`src/rtl/vga_pkg.sv`:
```
// Shared VGA pipeline definitions: default resolution, framebuffer fetch FSM
// encoding and line-geometry helpers.
package vga_pkg;

    // Default visible resolution, shared with vga_sync.
    localparam int unsigned H_DISPLAY_DEF = 640;
    localparam int unsigned V_DISPLAY_DEF = 480;

    typedef enum logic [1:0] {
        IDLE  = 2'd0,
        FETCH = 2'd1,
        DRAIN = 2'd2
    } fetch_state_t;

    // Memory words needed to cover one visible line.
    function automatic int unsigned words_per_line(input int unsigned h_display,
                                                   input int unsigned pix_per_word);
        return h_display / pix_per_word;
    endfunction

    // Width of a counter covering 0..n-1, never narrower than one bit.
    function automatic int unsigned cnt_width(input int unsigned n);
        return (n > 1) ? $clog2(n) : 1;
    endfunction

endpackage

```
`src/rtl/vga_fetch_addr_gen.sv`:
```
// Frame walker for the fetcher: owns column, row and accumulated line offset,
// and forms the word address without a multiplier.
module vga_fetch_addr_gen
    import vga_pkg::*;
#(
    parameter int unsigned AVN_AW    = 19,
    parameter int unsigned WPL       = 640,
    parameter int unsigned V_DISPLAY = 480
) (
    input  logic              sys_clk,
    input  logic              sys_rst,
    input  logic              launch,
    input  logic              advance,
    input  logic [AVN_AW-1:0] frame_base,
    output logic              frame_end,
    output logic [AVN_AW-1:0] address
);

    localparam int unsigned COL_W = cnt_width(WPL);
    localparam int unsigned ROW_W = cnt_width(V_DISPLAY);
    localparam logic [COL_W-1:0]  COL_LAST  = COL_W'(WPL - 1);
    localparam logic [ROW_W-1:0]  ROW_LAST  = ROW_W'(V_DISPLAY - 1);
    localparam logic [AVN_AW-1:0] LINE_STEP = AVN_AW'(WPL);

    logic [COL_W-1:0]  col_q, col_d;
    logic [ROW_W-1:0]  row_q, row_d;
    logic [AVN_AW-1:0] line_base_q, line_base_d;
    logic              line_end;

    assign line_end  = (col_q == COL_LAST);
    assign frame_end = line_end && (row_q == ROW_LAST);
    assign address   = frame_base + line_base_q + AVN_AW'(col_q);

    // Launch wins over advance so a back-to-back frame starts cleanly at 0,0.
    always_comb begin
        col_d       = col_q;
        row_d       = row_q;
        line_base_d = line_base_q;
        if (launch) begin
            col_d       = '0;
            row_d       = '0;
            line_base_d = '0;
        end else if (advance) begin
            if (!line_end) begin
                col_d = col_q + COL_W'(1);
            end else if (frame_end) begin
                col_d       = '0;
                row_d       = '0;
                line_base_d = '0;
            end else begin
                col_d       = '0;
                row_d       = row_q + ROW_W'(1);
                line_base_d = line_base_q + LINE_STEP;
            end
        end
    end

    always_ff @(posedge sys_clk or posedge sys_rst) begin
        if (sys_rst) begin
            col_q       <= '0;
            row_q       <= '0;
            line_base_q <= '0;
        end else begin
            col_q       <= col_d;
            row_q       <= row_d;
            line_base_q <= line_base_d;
        end
    end

endmodule

```
`src/rtl/vga_frame_fetcher.sv`:
```
// Framebuffer read engine: walks whole frames over Avalon with pipelined reads,
// FIFO credit flow control and frame-boundary page flipping.
module vga_frame_fetcher
    import vga_pkg::*;
#(
    parameter int unsigned AVN_AW       = 19,
    parameter int unsigned AVN_DW       = 16,
    parameter int unsigned H_DISPLAY    = H_DISPLAY_DEF,
    parameter int unsigned V_DISPLAY    = V_DISPLAY_DEF,
    parameter int unsigned PIX_PER_WORD = 1,
    parameter int unsigned MAX_READ     = 4,
    parameter int unsigned BUF_SIZE     = 32
) (
    input  logic                         sys_clk,
    input  logic                         sys_rst,
    input  logic                         enable,
    input  logic [AVN_AW-1:0]            fb_base0,
    input  logic [AVN_AW-1:0]            fb_base1,
    input  logic                         flip_req,
    output logic                         front_sel,
    output logic                         flip_done,
    output logic                         frame_start,
    output logic                         busy,
    output logic                         pxl_avn_read,
    output logic [AVN_AW-1:0]            pxl_avn_address,
    input  logic [AVN_DW-1:0]            pxl_avn_readdata,
    input  logic                         pxl_avn_readdatavalid,
    input  logic                         pxl_avn_waitrequest,
    input  logic [$clog2(BUF_SIZE+1)-1:0] fifo_space,
    output logic                         fifo_write,
    output logic [AVN_DW-1:0]            fifo_din
);

    localparam int unsigned WPL   = words_per_line(H_DISPLAY, PIX_PER_WORD);
    localparam int unsigned CNT_W = $clog2(MAX_READ + 1);

    fetch_state_t     state_q, state_d;
    logic [CNT_W-1:0] out_cnt_q, out_cnt_d;
    logic             front_sel_q, front_sel_d;
    logic             flip_pend_q, flip_pend_d;
    logic             flip_done_q, flip_done_d;
    logic             first_q, first_d;

    logic              can_issue;
    logic              fire;
    logic              launch;
    logic              apply_flip;
    logic              frame_end;
    logic [AVN_AW-1:0] frame_base;

    // Outstanding reads already own FIFO slots, so only the remainder is credit.
    assign can_issue    = (32'(out_cnt_q) < MAX_READ) && (32'(fifo_space) > 32'(out_cnt_q));
    assign pxl_avn_read = (state_q == FETCH) && can_issue;
    assign fire         = pxl_avn_read && !pxl_avn_waitrequest;

    // front_sel only changes at a launch, so it doubles as the latched frame base select.
    assign frame_base = front_sel_q ? fb_base1 : fb_base0;

    assign front_sel   = front_sel_q;
    assign flip_done   = flip_done_q;
    assign frame_start = fire && first_q;
    assign busy        = (state_q != IDLE);
    assign fifo_write  = pxl_avn_readdatavalid;
    assign fifo_din    = pxl_avn_readdata;

    vga_fetch_addr_gen #(
        .AVN_AW    (AVN_AW),
        .WPL       (WPL),
        .V_DISPLAY (V_DISPLAY)
    ) u_addr_gen (
        .sys_clk    (sys_clk),
        .sys_rst    (sys_rst),
        .launch     (launch),
        .advance    (fire),
        .frame_base (frame_base),
        .frame_end  (frame_end),
        .address    (pxl_avn_address)
    );

    always_comb begin
        state_d = state_q;
        launch  = 1'b0;
        unique case (state_q)
            IDLE: begin
                if (enable) begin
                    launch  = 1'b1;
                    state_d = FETCH;
                end
            end
            FETCH: begin
                // A read stalled by waitrequest when enable drops was never accepted.
                if (!enable) begin
                    state_d = DRAIN;
                end else if (fire && frame_end) begin
                    launch = 1'b1;
                end
            end
            DRAIN: begin
                if (out_cnt_q == '0) begin
                    state_d = IDLE;
                end
            end
            default: state_d = IDLE;
        endcase
    end

    always_comb begin
        apply_flip  = launch && flip_pend_q;
        front_sel_d = front_sel_q ^ apply_flip;
        flip_done_d = apply_flip;
        // A request coinciding with an application is held for the following frame.
        flip_pend_d = apply_flip ? flip_req : (flip_pend_q || flip_req);

        first_d = first_q;
        if (launch) begin
            first_d = 1'b1;
        end else if (fire) begin
            first_d = 1'b0;
        end

        out_cnt_d = out_cnt_q;
        unique case ({fire, pxl_avn_readdatavalid})
            2'b10:   out_cnt_d = out_cnt_q + CNT_W'(1);
            2'b01:   out_cnt_d = out_cnt_q - CNT_W'(1);
            default: out_cnt_d = out_cnt_q;
        endcase
    end

    always_ff @(posedge sys_clk or posedge sys_rst) begin
        if (sys_rst) begin
            state_q     <= IDLE;
            out_cnt_q   <= '0;
            front_sel_q <= 1'b0;
            flip_pend_q <= 1'b0;
            flip_done_q <= 1'b0;
            first_q     <= 1'b0;
        end else begin
            state_q     <= state_d;
            out_cnt_q   <= out_cnt_d;
            front_sel_q <= front_sel_d;
            flip_pend_q <= flip_pend_d;
            flip_done_q <= flip_done_d;
            first_q     <= first_d;
        end
    end

endmodule

```
`config.mk`:
```
export PLATFORM = sky130hd
export DESIGN_NAME = vga_frame_fetcher
export DESIGN_NICKNAME = d
export VERILOG_FILES = /design/src/rtl/vga_pkg.sv /design/src/rtl/vga_fetch_addr_gen.sv /design/src/rtl/vga_frame_fetcher.sv
export SDC_FILE = /design/constraint.sdc
export NUM_CORES = 1
export LEC_CHECK = 0
export CORE_ASPECT_RATIO = 0.5
export CORE_MARGIN = 5
export CORE_UTILIZATION = 44
export DETAILED_ROUTE_END_ITERATION = 12
export PLACE_DENSITY_LB_ADDON = 0.05
export SYNTH_ARGS = -nofsm -noshare
export SYNTH_HDL_FRONTEND = slang
export SYNTH_SLANG_ARGS = --single-unit
```
`constraint.sdc`:
```
create_clock -name sys_clk -period 3.7 [get_ports sys_clk]
set_input_delay 0.555 -clock sys_clk [delete_from_list [all_inputs] [get_ports sys_clk]]
set_output_delay 0.555 -clock sys_clk [all_outputs]
set_load 0.01 [all_outputs]
```
# Word-level counts from Yosys, hierarchy flattened
# Cells that the tools add are included.
# classes
addsub,7
mux,24
n_lt_le_gt_ge,2
n_reduce_logical,17
bitwise_logic,1
n_eq_ne,9
# ops
operator,count
$mux 19,5
$mux 9,4
$mux 10,3
$add 19x10->19,1
$add 19x10->19 const B,1
$add 19x19->19,1
$add 10x1->10 const B,1
$eq 10x10->1 const B,1
$add 9x1->9 const B,1
$eq 9x9->1 const B,1
$reduce_bool 2->1,4
$logic_and 1x1->1,7
$gt 6x3->1,1
$mux 1,6
$mux 2,3
$ne 2x2->1 const B,3
$pmux 2 s3,1
$pmux 3 s2,1
$eq 2x1->1 const B,2
$eq 2x2->1 const B,2
$add 3x1->3 const B,1
$logic_not 3->1,1
$lt 3x3->1 const B,1
$reduce_and 3->1,1
7 further kinds,7
# totals
regBits,47
in_bits,66

# Longest topological paths before layout
# depth
ltp_word,10
mapped_depth,15

# By module
# Synthesis repeated with hierarchy kept, for this count alone.
# hier_totals
cells_unflattened,402
area_unflattened_um2,3669.8
# modules_own_cells
mod,cells_per_inst,area_each_um2,n_inst
vga_fetch_addr_gen,309,2766.4,1
vga_frame_fetcher,93,903.4,1

# Worst setup path after synthesis
# No wires, ideal clock.
# synth_timing
kind,reg-to-output
from,"register front_sel_q, in the netlist front_sel"
to,output pxl_avn_address[16]
required_ns,3.145
arrival_ns,3.602
stages_incl_launch_ff,12
path_slack_ns,-0.457
cell_sequence,dfrtp_1 > clkbuf_1 > clkbuf_1 > mux2_2 > ha_1 > ha_1 > a21o_1 > a2111oi_2 > nand3_1 > a2111oi_0 > nor3_1 > xor2_1
# synth_via
elab_chain_len,3
# synth_rtl
item,line_no,text
start: declaration,vga_frame_fetcher.sv:39,"logic front_sel_q, front_sel_d;"
start signal: assignment,vga_frame_fetcher.sv:140,front_sel_q <= front_sel_d;
$mux 19,vga_frame_fetcher.sv:57,assign frame_base = front_sel_q ? fb_base1 : fb_base0;
$add 19x19->19,vga_fetch_addr_gen.sv:32,assign address = frame_base + line_base_q + AVN_AW'(col_q);
$add 19x10->19,vga_fetch_addr_gen.sv:32,
end: declaration,vga_frame_fetcher.sv:25,"output logic [AVN_AW-1:0] pxl_avn_address,"
# Every way passes these cells.

# Worst setup path after layout
# layout_timing
from,"register front_sel_q, in the netlist front_sel"
to,output pxl_avn_address[18]
# Same word-level chain as after synthesis.

==> metrics list <==
- The flow ran to the end, but the final reports show violations.
- The checks that failed: negative setup slack.
* Sequential element share of the synthesized area: 0.2799
- CTS placed an instance of clkbuf_16 at the clock tree root.
- Unrepaired setup endpoints after global routing: true
- Post-Route WL: 10,710 um
- Req. time, crit path: 3.14 ns
* Core Footprint: 7971 sq um
- Across the run, the number of max-cap violations was 0.
- From left edge to right edge, the die measures 137.5 um.
- Setup violations remaining at the end of the flow were counted as 9.
* Critical path buffers and inverters: 2
* Worst Setup SP: front_sel
- The die covers 10,140 sq um.
* Final hold violation count: 0
- Fraction of synthesized cell area taken by the top area cell type: 0.2799
- The library cell used most frequently in the layout, excluding fill and tap cells, is buf_4.
* Post-synthesis to final-layout area growth: 47.80%
- Path class of the lowest-slack min-delay path: reg -> reg
- Overall track demand over capacity in global routing: 0.2116
- The synthesized-area fraction occupied by ao, oa, aoi and oai cells is 0.1672.
- Final Critical Period: 3.880 ns
- Pin placement for this block handled 107 I/O pins.
- Per-instance average area after synthesis: 9.288 sq um
- The clock net in this run drives a total of 40 sinks.
- In this run the number of H-tree levels came out at 2.
* Slowest stage cell, crit path: fa_1
* Area of combinational cells with multiple inputs: 2765 sq um
- Vias per Instance: 5.423
* Area contributors post-synth: dfrtp_1 (28%), ha_1 (14%), xnor2_1 (6.4%)
- Along the worst path, the maximum fanout reaches 6.
- Worst hold slack: 0.4821 ns
* Maximum number of pins on one net before global-route repair: 22
* Initial cell density of the core: 0.4486
- The critical path crosses 12 cells after its start point.
* Number of buffers inserted during clock tree synthesis: 5
- Clock skew on the completed layout was measured at 0.008498 ns.
* Number of buffers on the longest clock path: 2
- Worst Max-Slew Pin Slew: 0.8296 ns
* Net count of the finished layout: 610
- The number of hold buffers added after CTS was 0.
- Die extent in y: 73.75 um
- Worst setup path endpoint: pxl_avn_address[18]
* Count of antenna diodes in the layout: 0
* Cells after synthesis: 385
- Max rail drop VDD: 0.2710 mV
- In this run the critical register-to-register path is launched from out_cnt_q[1].
* # rows: 23
- Yosys mapped the design onto 56 distinct sky130hd cell types.
* Post-Synthesis Cell Area: 3576 sq um
- Final Cell Area: 5285 sq um
* Clock transition at path regs: 0.06 ns
* Number of flops mapped to enable cells by yosys: 0
* Kind of critical path: reg -> out
- Routability-driven placement finished with a final weighted congestion of 0.9007.
* Leakage power of the design: 0.002362 uW
- Fraction of registers with async set or reset after synthesis: 1.000
- Placement Cell Area: 4716 sq um
- Vias in the first global route: 3,360
- Number of search-and-repair iterations in the first detailed-routing pass: 4
* Total number of vias: 3,324
- Static timing analysis puts the maximum clock frequency at 257.7 MHz.
* Number of nets with antenna violations after detailed routing: 0
- The layout has 648 filler cells.
* WL per Instance: 17.47 um
- Capture instance of the worst register-to-register path: out_cnt_q[2]
- Half-perimeter wire length after detailed placement: 7974 um
- Yosys Warn Count: 0
* Simple-gate share of the synthesized area: 0.1693
* TritonCTS clock tree: built
* Crit path cell chain: buf_12 > mux2_4 > fa_1 > ha_4 > o21ai_4 > a2111o_1 > a21oi_4 > a21oi_2 > o21ai_1 > a21oi_1 > xnor2_1 > buf_2
* Worst slew margin relative to its limit: 0.4464
- Initial DRC Count: 211
* Portion of the clock cycle consumed by the worst path in the final layout: 1.049
- First-pass GRT wire length: 16,990 um
- For this run, the slowest stage of the critical path takes 0.50 ns.
- In this run, synthesis produced a sequential element count of 40.
- Of the total synthesized cell area, the portion taken by full adders, half adders and majority gates is 0.1645.
- The later pin in the worst-skew pair is clocked with a latency of 0.29 ns.
- Share of synthesized area spent on multiplexers: 0.06228
- CP delay by family, top: compound AO/OA/AOI/OAI gates
* Leftover overflow at the end of global routing: 0
- Register-to-register setup slack: 0.84 ns
- By area, the combinational part of the netlist is dominated by simple AND/OR/NAND/NOR gates.
- Power comes to 2667 uW.
- Final Slew Violations: 0
- Launching element type of the critical path: flip-flop
- Once routing completed, OpenROAD measured the worst setup slack at -0.1803 ns.
- Buffers placed on the I/O ports in this run total 74.
- In the final layout, flip-flops and latches occupy 1002 sq um.
* Dominant register cell in the synthesized netlist: dfrtp_1
- Xor and xnor area share after synthesis: 0.09027
- Cell type with the largest total area after synthesis: dfrtp_1
- Fraction of layout cells with a size suffix above 1: 0.3234
- Power per cell area: 504.6 nW/um^2
* Final routed DRC violation total: 0
* Element type at the critical path end: output pin
- The number of nets handed over by synthesis was 495.
- STA puts the critical path data arrival time at 3.33 ns.
* Commonest cells after routing, fill and taps aside: buf_4 (55), clkdlybuf4s50_1 (48), dfrtp_1 (39), nor2_1 (30), xnor2_1 (25)
- The number of antenna violations at the first check in global routing came to 0.
- Counting cells, the worst reg-to-reg path comes to 13.
-- logic make-up after synthesis --
family,after synthesis
mux,20
fa+ha+maj,44
compound gates,88
buf+inv,42
simple gates,115
flops,40
xor+xnor,36
-- power by group --
part / leakage, uW / switching (uW) / internal (uW) / total [uW]
Combinational: 0.00175 / 775 / 863 / 1640
Clock: 0.0000772 / 183 / 270 / 453
Sequential: 0.000535 / 78.4 / 498 / 577
Total: 0.00236 / 1040 / 1630 / 2670
-- per-stage QoR --
stage / TNS [ns] / cells / setup slack [ns] / utilization
after floorplan: 0 / 385 / 0.04353 / -
after global placement: -7.342 / 600 / -0.7821 / 0.5916
after detailed placement: -8.505 / 600 / -0.8030 / 0.5916
after CTS: -1.458 / 615 / -0.2174 / 0.6515
after global routing: -2.062 / 613 / -0.2894 / 0.6630
final: -0.9439 / 613 / -0.1803 / 0.6630
-- final cells by class --
type                    count  share of cell area
inverters                  17             0.01207
well taps                 112             0.02652
clock inverters             2            0.002604
repair buffers            133              0.2197
clock buffers               6             0.02628
flip-flops and latches     40              0.1896
multi-input cells         303              0.5232
-- state kept, by name (all words and copies together), names as in the netlist, 2 cells and up --
| signal | count |
|---|---|
| u_addr_gen.line_base_q | 12 |
| u_addr_gen.col_q | 10 |
| out_cnt_q | 3 |
| u_addr_gen.row_q | 9 |
| state_q | 2 |
-- worst min-delay path by stage --
stage	start	endpoint	slack [ns]	cells after the start
floorplan	first_q	first_q	0.45	1
global placement	first_q	first_q	0.46	1
detailed placement	first_q	first_q	0.47	1
CTS	first_q	first_q	0.48	1
global route	first_q	first_q	0.51	1
finish	first_q	first_q	0.48	1
-- cells in the mapped netlist (5+ instances only) --
master    instances
a211oi_1          9
a21o_1            6
a21oi_1          25
and3_1            5
buf_4            19
dfrtp_1          40
fa_1              5
ha_1             39
inv_1            16
mux2_2           18
nand2_1          21
nand2b_1          5
nand3_1          13
nor2_1           33
nor3_1            7
o21ai_0          20
or3_1            10
xnor2_1          26
xor2_1            9
-- timing repair --
item | CTS | global route
cloned | 1 | 0
setup endpoints to repair | 14 | 12
resized for setup | 111 | 24
setup buffers | 6 | 0
pin swaps | 36 | 24
-- worst register-to-register path, stage by stage, from the launching register on --
cell and delay (ns):
dfrtp_1 0.38, inv_1 0.13, ha_1 0.26, nor2b_1 0.13, o21ai_0 0.24, a21oi_2 0.13
or2_1 0.36, inv_2 0.11, ha_1 0.18, inv_1 0.06, fa_1 0.38, xor2_1 0.15
nor2_1 0.14, xnor2_1 0.13
-- per-layer routing --
| layer | part of all wire | track usage | up-vias | wire length (um) |
|---|---|---|---|---|
| met5 | 0 | 0 | - | 0 |
| met4 | 0.0086 | 0.03761 | 0 | 92 |
| met3 | 0.078 | 0.04241 | 16 | 832 |
| met2 | 0.46 | 0.3494 | 113 | 4899 |
| met1 | 0.46 | 0.2919 | 1603 | 4883 |
| li1 | - | - | 1592 | - |
No activity file was read; power rests on OpenSTA's default activity.
